File: src/rtl/inta_sequencer.sv
// 8259A 8086-mode two-pulse INTA sequencer: INT request, level latch, vector drive, AEOI clear.
// Optional ACK_TIMEOUT_EN aborts a sequence whose second INTA never arrives.
module inta_sequencer #(
   parameter int TIMEOUT_CYCLES = 64
) (
   input  logic       clk,
   input  logic       reset,
   input  logic       interrupt_pending,
   input  logic [7:0] highest_priority_interrupt,
   input  logic       inta_n,
   input  logic [4:0] vector_base,
   input  logic       auto_eoi,
   output logic       int_out,
   output logic       acknowledge,
   output logic [7:0] ack_level,
   output logic [7:0] end_of_interrupt,
   output logic [7:0] data_out,
   output logic       data_out_enable,
   output logic       freeze
);

   typedef enum logic [2:0] {IDLE, REQ, ACK1, WAIT2, ACK2} state_t;

   if (TIMEOUT_CYCLES < 4) begin : g_param_check
      $error("TIMEOUT_CYCLES must be at least 4");
   end

   state_t     state_q, state_d;
   logic       inta_prev_q;
   logic       int_out_q, int_out_d;
   logic       ack_q, ack_d;
   logic [7:0] level_q, level_d;
   logic [7:0] eoi_q, eoi_d;
   logic [7:0] data_q, data_d;
   logic       den_q, den_d;
   logic       freeze_q, freeze_d;
   logic       spurious_q, spurious_d;
   logic       fall, rise;
   logic [7:0] winner;

`ifdef ACK_TIMEOUT_EN
   localparam int CNT_W = $clog2(TIMEOUT_CYCLES + 1);
   logic [CNT_W-1:0] cnt_q, cnt_d;
`endif

   function automatic logic [2:0] bit_index(input logic [7:0] v);
      logic [2:0] idx;
      idx = 3'd7;
      for (int i = 0; i < 8; i++) begin
         if (v[i]) idx = 3'(i);
      end
      return idx;
   endfunction

   assign fall   = inta_prev_q & ~inta_n;
   assign rise   = ~inta_prev_q & inta_n;
   // Isolate the lowest set bit so multiple requests resolve to the lowest index.
   assign winner = highest_priority_interrupt & (~highest_priority_interrupt + 8'd1);

   always_comb begin
      state_d    = state_q;
      int_out_d  = 1'b0;
      ack_d      = 1'b0;
      level_d    = level_q;
      eoi_d      = 8'h00;
      data_d     = data_q;
      den_d      = den_q;
      freeze_d   = freeze_q;
      spurious_d = spurious_q;
`ifdef ACK_TIMEOUT_EN
      cnt_d      = cnt_q;
`endif
      case (state_q)
         IDLE: begin
            if (interrupt_pending) state_d = REQ;
         end
         REQ: begin
            int_out_d = 1'b1;
            if (fall) begin
               int_out_d  = 1'b0;
               level_d    = winner;
               ack_d      = |winner;
               spurious_d = ~|winner;
               freeze_d   = 1'b1;
               state_d    = ACK1;
`ifdef ACK_TIMEOUT_EN
               cnt_d      = '0;
`endif
            end
         end
         ACK1: begin
            if (rise) state_d = WAIT2;
         end
         WAIT2: begin
            if (fall) begin
               den_d   = 1'b1;
               data_d  = {vector_base, spurious_q ? 3'd7 : bit_index(level_q)};
               state_d = ACK2;
            end
         end
         ACK2: begin
            if (rise) begin
               den_d    = 1'b0;
               data_d   = 8'h00;
               freeze_d = 1'b0;
               if (auto_eoi && !spurious_q) eoi_d = level_q;
               state_d  = IDLE;
            end
         end
         default: state_d = IDLE;
      endcase
`ifdef ACK_TIMEOUT_EN
      // Abort only while still waiting for the second fall.
      if ((state_q == ACK1 || state_q == WAIT2) && state_d != ACK2) begin
         if (cnt_q == CNT_W'(TIMEOUT_CYCLES)) begin
            eoi_d    = spurious_q ? 8'h00 : level_q;
            freeze_d = 1'b0;
            state_d  = IDLE;
         end else begin
            cnt_d = cnt_q + 1'b1;
         end
      end
`endif
   end

   always_ff @(posedge clk) begin
      if (reset) begin
         state_q     <= IDLE;
         inta_prev_q <= 1'b1;
         int_out_q   <= 1'b0;
         ack_q       <= 1'b0;
         level_q     <= 8'h00;
         eoi_q       <= 8'h00;
         data_q      <= 8'h00;
         den_q       <= 1'b0;
         freeze_q    <= 1'b0;
         spurious_q  <= 1'b0;
`ifdef ACK_TIMEOUT_EN
         cnt_q       <= '0;
`endif
      end else begin
         state_q     <= state_d;
         inta_prev_q <= inta_n;
         int_out_q   <= int_out_d;
         ack_q       <= ack_d;
         level_q     <= level_d;
         eoi_q       <= eoi_d;
         data_q      <= data_d;
         den_q       <= den_d;
         freeze_q    <= freeze_d;
         spurious_q  <= spurious_d;
`ifdef ACK_TIMEOUT_EN
         cnt_q       <= cnt_d;
`endif
      end
   end

   assign int_out          = int_out_q;
   assign acknowledge      = ack_q;
   assign ack_level        = level_q;
   assign end_of_interrupt = eoi_q;
   assign data_out         = data_q;
   assign data_out_enable  = den_q;
   assign freeze           = freeze_q;

endmodule

File: config.mk
export PLATFORM = sky130hd
export DESIGN_NAME = inta_sequencer
export DESIGN_NICKNAME = d
export VERILOG_FILES = /design/src/rtl/inta_sequencer.sv
export SDC_FILE = /design/constraint.sdc
export NUM_CORES = 1
export LEC_CHECK = 0
export ABC_AREA = 0
export CAP_MARGIN = 0
export CORE_MARGIN = 3
export CORE_UTILIZATION = 43
export DETAILED_ROUTE_END_ITERATION = 12
export PLACE_DENSITY_LB_ADDON = 0.2
export SLEW_MARGIN = 10
export SYNTH_ARGS = -nofsm -noshare
export SYNTH_HDL_FRONTEND = slang
export SYNTH_SLANG_ARGS = --single-unit
File: constraint.sdc
create_clock -name clk -period 1.6 [get_ports clk]
set_clock_uncertainty 0.05 [all_clocks]
set_input_delay 0.24 -clock clk [delete_from_list [all_inputs] [get_ports clk]]
set_output_delay 0.24 -clock clk [all_outputs]
set_load 0.005 [all_outputs]
==> results of run 1 <==
flip-flops by register name, summed over array words and instances, names as in the netlist:
register,count
state_q,3
acknowledge,1
inta_prev_q,1
ack_level,8
data_out_enable,1
freeze,1
int_out,1
spurious_q,1
data_out,8
end_of_interrupt,8
path summary, 6_finish.rpt:
check,from,end,slack (ns),depth (start not counted)
worst min-delay path,data_out[0],data_out[0],0.40,2
worst min register to register,data_out[0],data_out[0],0.40,2
worst max-delay path,ack_level[7],ack_level[7],0.07,1
worst max register to register,state_q[0],ack_level[6],0.08,4
metrics by stage:
step                hold slack [ns]  cell area (um^2)  instances
floorplan                     0.297              1300        133
global placement              0.385              1840        214
detailed placement            0.393              1840        214
CTS                           0.407              1930        222
global route                  0.425              1960        224
finish                        0.401              1960        224
synth_stat cells:
cell type,number,area [um^2]
nor4_1,2,12.5
or4_1,1,7.51
nand2_1,14,52.6
nand2b_1,1,6.26
clkbuf_1,3,11.3
dfxtp_1,33,661
and2b_1,2,15.0
nand3_1,3,15.0
nand3b_1,2,15.0
a21oi_1,10,50.1
or2_2,1,6.26
buf_4,1,7.51
a22o_1,6,52.6
inv_1,2,7.51
nor2_1,8,30.0
nand2_2,1,6.26
o21ai_0,4,20.0
nor3_1,7,35.0
and4bb_2,1,12.5
or3_1,1,6.26
nand4b_1,1,8.76
nor4b_1,2,17.5
nor4b_4,1,23.8
nor2b_1,1,6.26
and3b_1,1,8.76
buf_2,2,10.0
or2b_1,1,7.51
o311ai_1,1,8.76
a22oi_1,2,15.0
mux2i_1,2,20.0
o41ai_1,1,8.76
o31ai_1,2,15.0
xor2_1,1,8.76
and3_1,1,6.26
and2_1,8,50.1
nor3b_4,1,18.8
a221oi_4,1,26.3
a211oi_1,1,7.51
area by class of cell:
cell class                      instances  area [um^2]
Clock buffer                            7         55.1
Clock inverter                          1         30.0
Fill cell                             236          850
Inverter                                2         7.51
Multi-Input combinational cell         92          602
Sequential cell                        33          674
Tap cell                               31         38.8
Timing Repair Buffer                   58          548
power by group through the flow:
stage,clock (mW),sequential [mW],combinational [mW]
2_1_floorplan,0,0.864,0.0632
3_3_place_gp,0,0.865,0.149
3_5_place_dp,0,0.866,0.153
4_1_cts,0.658,0.847,0.154
5_1_grt,0.699,0.848,0.170
6_report,0.651,0.846,0.156
kinds of logic (layout without fill, tap and decap cells):
family	Yosys count	in the layout
buffers and inverters	8	68
AOI/OAI and AO/OA	28	28
muxes	2	2
xor gates and xnor gates	1	1
and+or+nand+nor	61	61
DFF	33	33
layer usage:
layer,track usage,vias up,wire length [um]
met5,0,-,0
met1,0.216,517,1310
li1,-,596,-
met2,0.293,45,1400
met3,0.0702,6,231
met4,0.0929,0,58
timing repair:
action	4_1_cts	5_1_grt
setup buffers	0	2
endpoints found under the setup margin	6	28
resized for setup	6	5
hold endpoints to repair	0	0
hold buffers	0	0
pin swaps	0	2
==> metrics.md, run 1 <==
| Metric | Value |
|---|---|
| Die W | 60.9 um |
| Leakage | 0.727 nW |
| Pre-Repair DR Iteration Count | 4 |
| Via count | 1,164 |
| Worst Path Max Fanout | 6 |
| Initial core utilization | 0.463 |
| Syn Inst Count | 133 |
| Post-synth cell types | 38 |
| Clock Latency Late Sink | 0.34 ns |
| Worst path bufs/invs | 1 |
| # port buffers | 45 |
| Final Critical Period | 1.53 ns |
| Crit. End Element | output port |
| Vias per inst | 5.20 |
| Hold crit path type | flip-flop to flip-flop |
| Antenna violations before repair | 0 |
| Pin count of the biggest net entering global routing | 14 |
| DRC viols | 0 |
| Syn_nets | 151 |
| Final hold viol count | 0 |
| Switch share | 0.214 |
| Clk sinks | 33 |
| RSZ-0062 raised after global routing | false |
| Adder-cell share of the synthesized area | 0 |
| Most frequent cells in the layout | clkdlybuf4s50_1, dfxtp_1, nand2_1, buf_4, a21oi_1 |
| Worst vdd ir | 0.598 mV |
| Startpoint Class | flip-flop |
| Reg clk slew, reported paths | 0.09 ns |
| Mux contribution to synthesized area | 0.0154 |
| H-tree depth | 2 |
| Endpoints failing setup | 0 |
| Measured slew at the worst slew-check pin | 0.366 ns |
| Synth warnings | 0 |
| Worst setup margin | 0.0672 ns |
| Max Freq | 652 MHz |
| Net Sw Power | 0.354 mW |
| Post-synthesis compound-gate area fraction | 0.157 |
| Share of cells above drive strength 1 | 0.187 |
| Arrival @ worst endpoint | 1.24 ns |
| Combinational share of power | 0.094 |
| Routed WL | 3000 um |
| MaxCap Viol Count | 0 |
| Largest family of logic cells by synthesized area | simple AND/OR/NAND/NOR gates |
| TritonCTS clock tree | yes |
| Seq pwr share | 0.512 |
| Fin util | 0.697 |
| Commonest non-fill, non-tap cell in the layout | clkdlybuf4s50_1 |
| Nets | 210 |
| Pre-CTS setup slack | -0.348 ns |
| Die ar. | 0.00371 mm^2 |
| Vias in the first global route | 1,136 |
| Ports | 46 |
| Power Total | 1.65 mW |
| Critical path class | flip-flop to output port |
| CTS max path bufs | 2 |
| Antenna-violating nets left | 0 |
| CP Cell Sequence | clkdlybuf4s50_1 |
| Core Region | 0.00281 mm^2 |
| Clock root buffer | clkbuf_4 |
| Die H | 60.9 um |
| Syn_area_per_cell | 9.76 um^2 |
| First-pass GRT wire length | 4960 um |
| GP Congestion | 0.780 |
| Final slew viol count | 0 |
| Total Routing Usage GR | 0.184 |
| Diode count | 0 |
| Remaining global-route overflow | 0 |
| CTS buffer count | 5 |
| XOR/XNOR share of the synthesized area | 0.00675 |
| Pint | 1.30 mW |
| CP peak stage delay | 0.53 ns |
| P&R area growth vs syn | 50.7% |
| HPWL Detailed | 2280 um |
| Synth Area in Simple Gates | 0.284 |
| Sequential-to-total area share from yosys stat | 0.509 |
| PwrDens | 845 mW/mm^2 |
| Critical path's top delay family | buffers and inverters |
| Setup TNS | 0 ns |
| Clk pwr share | 0.394 |
| Mapped cell area | 0.00130 mm^2 |
| DR iter-0 viols | 20 |
| Status | completed |
| Flops & latches, synth | 33 |
| Rel. slew slack | 0.754 |
| Wire length per cell | 13.4 um |
| Final Cycle Share | 0.958 |
| WP data required | 1.31 ns |
| Crit-path slowest cell | clkdlybuf4s50_1 |
| Placement Rows | 19 |
Power figures use the tool's default switching activity.
==> run 2: changes to the inputs <==
Settings changed: HOLD_SLACK_MARGIN from default to 0.02.
==> results of run 2 <==
No change in the layout: final DEF, timing and power equal those of run 1.
